`src/rtl/dff_pipe_pkg.sv`:
```
// -----------------------------------------------------------------------------
// dff_pipe_pkg
// Shared definitions for the dff_pipe stallable delay line.
//   DEF_WIDTH  : default data bits per stage
//   DEF_DEPTH  : default number of stages
//   clog2_min1 : ceil(log2(n)) clamped to at least 1, for select and counter
//                widths that must stay legal when DEPTH is 1
// -----------------------------------------------------------------------------
package dff_pipe_pkg;

   localparam int DEF_WIDTH = 8;
   localparam int DEF_DEPTH = 4;

   // Width helper that never returns 0, so a 1-stage pipe still gets a 1-bit bus.
   function automatic int clog2_min1(input int n);
      int r;
      if (n > 2) begin
         r = $clog2(n);
      end else begin
         r = 1;
      end
      return r;
   endfunction

endpackage : dff_pipe_pkg

```
`src/rtl/dff_en_stage.sv`:
```
// -----------------------------------------------------------------------------
// dff_en_stage
// One pipeline stage: a W-bit register with enable and synchronous clear.
// The top packs {data, valid} into this register.
// Ports:
//   clk   : rising-edge clock
//   reset : asynchronous active-low reset (register -> 0)
//   en    : load d at the edge; 0 = hold
//   clr   : synchronous clear, overrides en
//   d     : next-stage input
//   q     : registered stage contents
// -----------------------------------------------------------------------------
module dff_en_stage
   import dff_pipe_pkg::*;
#(
   parameter int W = DEF_WIDTH + 1
) (
   input  logic         clk,
   input  logic         reset,
   input  logic         en,
   input  logic         clr,
   input  logic [W-1:0] d,
   output logic [W-1:0] q
);

   logic [W-1:0] r_q;

   // Stage register: reset > clr > en > hold.
   always_ff @(posedge clk or negedge reset) begin
      if (!reset) begin
         r_q <= '0;
      end else if (clr) begin
         r_q <= '0;
      end else if (en) begin
         r_q <= d;
      end else begin
         r_q <= r_q;
      end
   end

   assign q = r_q;

endmodule : dff_en_stage

```
`src/rtl/dff_pipe.sv`:
```
// -----------------------------------------------------------------------------
// dff_pipe
// Enable-gated register pipeline of DEPTH stages, WIDTH data bits each, with a
// valid bit per stage, synchronous clear and an occupancy counter. Used as a
// stallable delay line; it never back-pressures (full does not block input,
// the oldest entry simply leaves through q on the next enabled edge).
//
// Parameters:
//   WIDTH : data bits per stage (>=1)
//   DEPTH : number of stages (>=1), latency in enabled cycles
//   CNT_W : occupancy counter width, derived from DEPTH
//
// Ports:
//   clk       in   rising-edge clock
//   reset     in   asynchronous active-low reset
//   en        in   advance one stage; 0 = stall
//   clr       in   synchronous clear of all data and valids
//   d         in   WIDTH data into stage 0 (captured even when d_valid=0)
//   d_valid   in   valid qualifier for d
//   q         out  WIDTH data of the last stage (registered)
//   q_valid   out  valid bit of the last stage (registered)
//   occ       out  CNT_W number of stages holding valid data
//   empty     out  occ == 0
//   full      out  occ == DEPTH
//
// Optional build macro DFF_PIPE_TAP_EN adds:
//   tap_sel   in   TAP_W stage select
//   tap_q     out  WIDTH data of stage[tap_sel] (0 when tap_sel >= DEPTH)
//   tap_valid out  valid of stage[tap_sel]    (0 when tap_sel >= DEPTH)
// -----------------------------------------------------------------------------
module dff_pipe
   import dff_pipe_pkg::*;
#(
   parameter  int WIDTH = DEF_WIDTH,
   parameter  int DEPTH = DEF_DEPTH,
   localparam int CNT_W = clog2_min1(DEPTH + 1)
`ifdef DFF_PIPE_TAP_EN
   ,
   localparam int TAP_W = clog2_min1(DEPTH)
`endif
) (
   input  logic             clk,
   input  logic             reset,
   input  logic             en,
   input  logic             clr,
   input  logic [WIDTH-1:0] d,
   input  logic             d_valid,
`ifdef DFF_PIPE_TAP_EN
   input  logic [TAP_W-1:0] tap_sel,
   output logic [WIDTH-1:0] tap_q,
   output logic             tap_valid,
`endif
   output logic [WIDTH-1:0] q,
   output logic             q_valid,
   output logic [CNT_W-1:0] occ,
   output logic             empty,
   output logic             full
);

   localparam int SW = WIDTH + 1;   // stage word: {data, valid}

   logic [DEPTH-1:0][SW-1:0] w_stage_d;
   logic [DEPTH-1:0][SW-1:0] w_stage_q;
   logic                     w_last_valid;
   logic [CNT_W-1:0]         r_occ;
   logic [CNT_W-1:0]         w_occ_next;

   // ---------------------------------------------------------------------------
   // Stage chain: stage 0 takes {d, d_valid}, stage i takes stage i-1.
   // ---------------------------------------------------------------------------
   genvar gi;
   generate
      for (gi = 0; gi < DEPTH; gi++) begin : g_stage
         if (gi == 0) begin : g_head
            assign w_stage_d[gi] = {d, d_valid};
         end else begin : g_body
            assign w_stage_d[gi] = w_stage_q[gi-1];
         end

         dff_en_stage #(
            .W (SW)
         ) u_stage (
            .clk   (clk),
            .reset (reset),
            .en    (en),
            .clr   (clr),
            .d     (w_stage_d[gi]),
            .q     (w_stage_q[gi])
         );
      end
   endgenerate

   assign w_last_valid = w_stage_q[DEPTH-1][0];

   // ---------------------------------------------------------------------------
   // Occupancy: tracks popcount of the valid bits incrementally. An entry
   // arriving and one leaving on the same edge cancel. The range guards keep
   // the counter inside 0..DEPTH even if a stage were disturbed.
   // ---------------------------------------------------------------------------

   // Next occupancy from clear / shift in / shift out.
   always_comb begin
      w_occ_next = r_occ;
      if (clr) begin
         w_occ_next = '0;
      end else if (en) begin
         case ({d_valid, w_last_valid})
            2'b10: begin
               if (r_occ != CNT_W'(DEPTH)) begin
                  w_occ_next = r_occ + CNT_W'(1);
               end else begin
                  w_occ_next = r_occ;
               end
            end
            2'b01: begin
               if (r_occ != '0) begin
                  w_occ_next = r_occ - CNT_W'(1);
               end else begin
                  w_occ_next = r_occ;
               end
            end
            default: w_occ_next = r_occ;
         endcase
      end else begin
         w_occ_next = r_occ;
      end
   end

   // Occupancy register.
   always_ff @(posedge clk or negedge reset) begin
      if (!reset) begin
         r_occ <= '0;
      end else begin
         r_occ <= w_occ_next;
      end
   end

   // ---------------------------------------------------------------------------
   // Outputs: q/q_valid come straight from the last stage register.
   // ---------------------------------------------------------------------------
   assign q       = w_stage_q[DEPTH-1][SW-1:1];
   assign q_valid = w_last_valid;
   assign occ     = r_occ;
   assign empty   = (r_occ == '0);
   assign full    = (r_occ == CNT_W'(DEPTH));

`ifdef DFF_PIPE_TAP_EN
   // Tap mux: compare against each legal index so out-of-range selects fall
   // through to 0 without ever indexing past the stage array.
   always_comb begin
      tap_q     = '0;
      tap_valid = 1'b0;
      for (int i = 0; i < DEPTH; i++) begin
         if (tap_sel == TAP_W'(i)) begin
            tap_q     = w_stage_q[i][SW-1:1];
            tap_valid = w_stage_q[i][0];
         end else begin
            tap_q     = tap_q;
            tap_valid = tap_valid;
         end
      end
   end
`endif

endmodule : dff_pipe
```
`config.mk`:
```
export PLATFORM = sky130hd
export DESIGN_NAME = dff_pipe
export DESIGN_NICKNAME = d
export VERILOG_FILES = /design/src/rtl/dff_pipe_pkg.sv /design/src/rtl/dff_en_stage.sv /design/src/rtl/dff_pipe.sv
export SDC_FILE = /design/constraint.sdc
export NUM_CORES = 1
export LEC_CHECK = 0
export ABC_CLOCK_PERIOD_IN_PS = 1900
export CAP_MARGIN = 20
export CORE_MARGIN = 2
export CORE_UTILIZATION = 25
export DETAILED_ROUTE_END_ITERATION = 8
export GPL_ROUTABILITY_DRIVEN = 0
export PLACE_DENSITY = 0.39
export SYNTH_ARGS = -nofsm -noshare
export SYNTH_HDL_FRONTEND = slang
export SYNTH_SLANG_ARGS = --single-unit
```
`constraint.sdc`:
```
create_clock -name clk -period 1.9 [get_ports clk]
set_clock_uncertainty 0.05 [all_clocks]
set_input_delay 0.38 -clock clk [delete_from_list [all_inputs] [get_ports clk]]
set_output_delay 0.38 -clock clk [all_outputs]
set_load 0.02 [all_outputs]
```
==> impl_metrics.env, run 1 <==
export IMPL_synth_compound_area_frac=0.0384
export IMPL_r2r_slack_ps=150
export IMPL_syn_inst=144
export IMPL_yosys_area_share_adder=0.00724
export IMPL_ios=27
export IMPL_tightest_slew_ps=376
export IMPL_setup_slack_ps=45.3
export IMPL_final_cells=257
export IMPL_die_height_um=87.2
export IMPL_worstSetupStartpoint="d_valid"
export IMPL_cp_top_family="buffers and inverters"
export IMPL_slew_limit_headroom=0.749
export IMPL_clockBufferDepth=2
export IMPL_r2r_start="occ[1]"
export IMPL_hold_violations=0
export IMPL_crit_fanout=4
export IMPL_syn_nets=158
export IMPL_cts_setup_buffers=0
export IMPL_placed_cells=249
export IMPL_synthMuxAreaShare=0.224
export IMPL_synth_top_family_by_area="multiplexers"
export IMPL_status="completed"
export IMPL_antenna_found_initial=0
export IMPL_grt_overflow=0
export IMPL_final_cell_mix="nor2_1, dfrtp_1, mux2i_1"
export IMPL_yosysWarnings=0
export IMPL_yosysSeqAreaShare=0.564
export IMPL_drv_slew=0
export IMPL_die_x_um=87.2
export IMPL_cp_arrival_ps=1990
export IMPL_ff2ff_path_depth=6
export IMPL_crit_end="occ[2]"
export IMPL_cp_num_cells=7
export IMPL_rows=30
export IMPL_rsz0062_at_grt="no"
export IMPL_ys_ff_latch=39
export IMPL_detail_route_antenna_nets=0
export IMPL_startpoint_type="input pin"
export IMPL_finalCriticalPeriod_ps=1850
export IMPL_end_kind="flop"
export IMPL_clock_root_buffer="clkbuf_8"
export IMPL_n_antenna_cell=0
export IMPL_areaGrowthSynthToFinish_pct=29.3
export IMPL_hpwl_um=2250
export IMPL_critPathKind="input pin to flop"
export IMPL_hold_buffers=0
export IMPL_vias=1153
export IMPL_worst_path_buf_inv=1
export IMPL_yosysUniqueCellTypes=25
export IMPL_drt_iter0_markers=73
export IMPL_wl_per_cell_um=13.2
export IMPL_finalCritPeriodShare=0.976
export IMPL_slowest_delay_ps=490
export IMPL_post_route_util=0.331
export IMPL_portBuffers=26
export IMPL_avgSynthCellArea_um2=12.0
export IMPL_start_util=0.256
export IMPL_hold_ws_ps=2.42
export IMPL_grt_pass1_wl_um=5710
export IMPL_clk_latency_ps=280
export IMPL_cts_htree_levels=2
export IMPL_ir_drop_mv=0.328
export IMPL_place_ws_ps=-204
export IMPL_fin_area_mm2=0.00224
export IMPL_synth_area_mm2=0.00173
export IMPL_coreArea_mm2=0.00676
export IMPL_fin_nets=190
export IMPL_p_leak_nw=1.14
export IMPL_setup_violations_final=0
export IMPL_yosys_area_share_simple=0.119
export IMPL_grt_max_degree=40
export IMPL_grtUsageTotal=0.0976
export IMPL_p_per_area_mw_per_mm2=784
export IMPL_grt_pass1_vias=1187
export IMPL_post_dp_cell_area_mm2=0.00211
export IMPL_first_pass_iters=4
export IMPL_r2r_end="occ[2]"
export IMPL_setup_tns_ps=0
export IMPL_hold_path_class="input pin to asynchronous set/reset pin"
export IMPL_vias_per_cell=4.49
export IMPL_cp_cell_sequence="clkdlybuf4s50_1 -> nand2b_4 -> xnor2_1 -> ha_1 -> nor2_1 -> mux2_4 -> a311oi_2"
export IMPL_drc=0
export IMPL_required_ps=2040
export IMPL_drive_above_1_share=0.141
export IMPL_drv_cap=0
export IMPL_synthXorXnorAreaFrac=0.0101
export IMPL_dieArea_mm2=0.00760
export IMPL_max_freq_mhz=539
export IMPL_clk_pin_slew_ps=70
export IMPL_cts_inserted_buffers=5
export IMPL_cts_tree="built"
export IMPL_power_mw=1.75
export IMPL_crit_path_top_delay_cell="clkdlybuf4s50_1"
export IMPL_totalWireLength_um=3390
export IMPL_cts_sinks=39
layout make-up:
cell class / count / area [µm²]
clock buffer: 6 / 82.6
clock inverter: 2 / 35.0
fill: 693 / 4520
inverter: 3 / 11.3
multi-input combinational: 93 / 694
sequential: 39 / 976
tap: 80 / 100
timing repair buffer: 34 / 337
synth_stat cells, drive strengths merged:
cell type / instances / share of area
nor3b: 1 / 0.0072
a31o: 1 / 0.0051
ha: 1 / 0.0072
clkbuf: 4 / 0.0087
o211a: 1 / 0.0058
o32ai: 1 / 0.0094
a21oi: 1 / 0.0029
nor2: 39 / 0.085
buf: 5 / 0.022
nand2b: 1 / 0.0080
inv: 3 / 0.0065
nand4b: 1 / 0.0051
mux2: 2 / 0.015
nand3b: 1 / 0.0043
mux2i: 36 / 0.21
dfrtp: 39 / 0.56
o31ai: 1 / 0.0043
nor3: 1 / 0.0058
nor2b: 1 / 0.0036
a311oi: 1 / 0.0051
xnor2: 2 / 0.010
o311a: 1 / 0.0058
routing by layer:
metal | GRT usage | vias up | share of wire
met5 | 0 | - | 0
met4 | 0.0448 | 0 | 0.015
met3 | 0.0322 | 5 | 0.047
met2 | 0.155 | 23 | 0.48
met1 | 0.121 | 576 | 0.46
li1 | - | 549 | -
how the worst min path moves through the flow:
stage	slack (ps)	from	end	cells after the start
finish	2	reset	g_stage[2].u_stage.q[3]	2
detailed placement	320	reset	g_stage[2].u_stage.q[3]	2
CTS	1	reset	g_stage[0].u_stage.q[4]	2
global placement	320	reset	g_stage[3].u_stage.q[3]	2
global route	5	reset	g_stage[0].u_stage.q[4]	2
floorplan	30	reset	g_stage[0].u_stage.q[0]	0
cells by family (layout without fill, tap and decap cells):
| logic type | after synthesis | count (layout) |
|---|---|---|
| buffers and inverters | 12 | 45 |
| xor gates and xnor gates | 2 | 2 |
| and+or+nand+nor | 45 | 45 |
| muxes | 38 | 38 |
| AOI/OAI and AO/OA | 7 | 7 |
| DFF | 39 | 39 |
| adders and majority gates | 1 | 1 |
state kept, by name, summed over array words and instances, names as in the netlist:
signal             flops
g_stage.u_stage.q     36
occ                    3
what timing repair did:
item,in CTS,in global routing
resized for setup,3,3
hold endpoints to repair,0,0
endpoints found under the setup margin,3,3
report_power, final:
part           switching [mW]  internal (mW)  total, mW
combinational          0.0929         0.0840      0.177
clock                   0.283          0.425      0.708
sequential             0.0151          0.853      0.868
total                   0.391           1.36       1.75
(Power assumes the default switching activity.)
==> run 2: changes to the inputs <==
--- a/config.mk
+++ b/config.mk
@@ -12,6 +12,7 @@
 export DETAILED_ROUTE_END_ITERATION = 8
 export GPL_ROUTABILITY_DRIVEN = 0
 export PLACE_DENSITY = 0.39
+export SLEW_MARGIN = 20
 export SYNTH_ARGS = -nofsm -noshare
 export SYNTH_HDL_FRONTEND = slang
 export SYNTH_SLANG_ARGS = --single-unit
==> results of run 2 <==
Same layout as run 1: the final DEF is identical, and so are final timing and power.
==> run 3: changes to the inputs <==
--- a/config.mk
+++ b/config.mk
@@ -7,7 +7,6 @@
 export LEC_CHECK = 0
 export ABC_CLOCK_PERIOD_IN_PS = 1900
 export CAP_MARGIN = 20
-export CORE_MARGIN = 2
 export CORE_UTILIZATION = 25
 export DETAILED_ROUTE_END_ITERATION = 8
 export GPL_ROUTABILITY_DRIVEN = 0
==> run 3 against run 2 <==
  * The flow now finishes with violations (negative hold slack)
  * Sequential share of layout area grew 0.69 points
  * First-iteration DRC count shrank 55%
  * Clock power shrank 14%
  * Sequential cell count is the same
  * Wire length shrank 3.0%
  * Worst setup slack gained 43 ps
  * Die area shrank 4.5%
  * Largest power group unchanged
  * Final cell count shrank 1.2%
  * Non-clock buffer count is the same
  * Maximum frequency grew 2.4%
  * Combinational power is essentially flat
  * Design area shrank 1.6%
==> impl_metrics.env, run 3 (synthesis gave the netlist of run 1 again) <==
export IMPL_largest_register_ffs=36
export IMPL_vias_per_cell=4.42
export IMPL_setup_violations_final=0
export IMPL_n_antenna_cell=0
export IMPL_cts_resized=5
export IMPL_cts_tree="built"
export IMPL_wl_per_cell_um=13.0
export IMPL_max_freq_mhz=552
export IMPL_clk_latency_ps=290
export IMPL_clock_root_buffer="clkbuf_8"
export IMPL_cp_cell_sequence="clkdlybuf4s50_1"
export IMPL_fin_nets=190
export IMPL_post_dp_cell_area_mm2=0.00211
export IMPL_hold_ws_ps=-6.22
export IMPL_die_x_um=85.2
export IMPL_grt_pass1_vias=1134
export IMPL_ff2ff_path_depth=6
export IMPL_required_ps=1470
export IMPL_hold_buffers=0
export IMPL_finalCritPeriodShare=0.953
export IMPL_antenna_found_initial=0
export IMPL_tightest_slew_ps=479
export IMPL_crit_fanout=6
export IMPL_r2r_slack_ps=200
export IMPL_status="finished, violations left"
export IMPL_ios=27
export IMPL_end_kind="output port"
export IMPL_grt_overflow=0
export IMPL_die_height_um=85.2
export IMPL_vias=1123
export IMPL_crit_path_top_delay_cell="clkdlybuf4s50_1"
export IMPL_portBuffers=26
export IMPL_grtUsageTotal=0.102
export IMPL_cts_htree_levels=2
export IMPL_dieArea_mm2=0.00725
export IMPL_post_route_util=0.339
export IMPL_cts_setup_buffers=0
export IMPL_slowest_delay_ps=640
export IMPL_areaGrowthSynthToFinish_pct=27.3
export IMPL_ir_drop_mv=0.223
export IMPL_clockBufferDepth=2
export IMPL_startpoint_type="flop"
export IMPL_start_util=0.266
export IMPL_grt_max_degree=37
export IMPL_hpwl_um=2230
export IMPL_p_leak_nw=1.10
export IMPL_rows=29
export IMPL_drt_iter0_markers=33
export IMPL_cp_arrival_ps=1380
export IMPL_drc=0
export IMPL_hold_path_class="input pin to asynchronous set/reset pin"
export IMPL_slew_limit_headroom=0.681
export IMPL_coreArea_mm2=0.00649
export IMPL_grt_pass1_wl_um=5690
export IMPL_placed_cells=246
export IMPL_totalWireLength_um=3290
export IMPL_critPathKind="flop to output port"
export IMPL_r2r_end="occ[2]"
export IMPL_final_cells=254
export IMPL_fin_area_mm2=0.00220
export IMPL_cp_top_family="buffers and inverters"
export IMPL_worst_path_buf_inv=1
export IMPL_clk_pin_slew_ps=80
export IMPL_drv_cap=0
export IMPL_cts_inserted_buffers=5
export IMPL_detail_route_antenna_nets=0
export IMPL_finalCriticalPeriod_ps=1810
export IMPL_cts_sinks=39
export IMPL_drv_slew=0
export IMPL_drive_above_1_share=0.130
export IMPL_r2r_start="occ[1]"
export IMPL_first_pass_iters=4
export IMPL_violations="negative hold slack"
export IMPL_p_per_area_mw_per_mm2=752
export IMPL_rsz0062_at_grt="no"
export IMPL_final_cell_mix="nor2_1, dfrtp_1, mux2i_1"
export IMPL_hold_violations=8
==> run 3: routing by layer <==
layer	part of all wire	vias up	GRT usage
met5	0	-	0
met4	0.016	0	0.0370
met3	0.047	7	0.0350
met2	0.44	20	0.146
met1	0.50	542	0.143
li1	-	554	-
==> run 3: worst max path at each step <==
stage	startpoint	cells after the start	endpoint
2_1_floorplan	occ[1]	4	occ[0]
3_3_place_gp	d_valid	7	occ[2]
3_5_place_dp	d_valid	7	occ[2]
4_1_cts	occ[2]	1	occ[2]
5_1_grt	d_valid	7	occ[2]
6_report	occ[2]	1	occ[2]
==> run 3: metrics by stage <==
| step | worst slack, ps | hold WS (ps) | power [mW] | TNS [ps] |
|---|---|---|---|---|
| global placement | -103 | 315 | 1.06 | -103 |
| global route | 14.0 | 23.4 | 1.75 | 0 |
| finish | 88.4 | -6.22 | 1.66 | 0 |
| detailed placement | -178 | 323 | 1.07 | -190 |
| CTS | 69.6 | 8.40 | 1.69 | 0 |
| floorplan | 228 | 34.4 | 0.982 | 0 |
==> run 3: where the power goes <==
part	internal, mW	switching [mW]	leakage [nW]
combinational	0.0830	0.0923	0.516
sequential	0.854	0.0152	0.535
clock	0.331	0.280	0.0515
total	1.27	0.387	1.10
==> run 3: layout make-up <==
type	count	area, µm²
inverter	3	11.3
multi-input combinational	93	688
sequential	39	976
tap	77	96.3
clock buffer	8	100
timing repair buffer	34	329
fill	642	4290
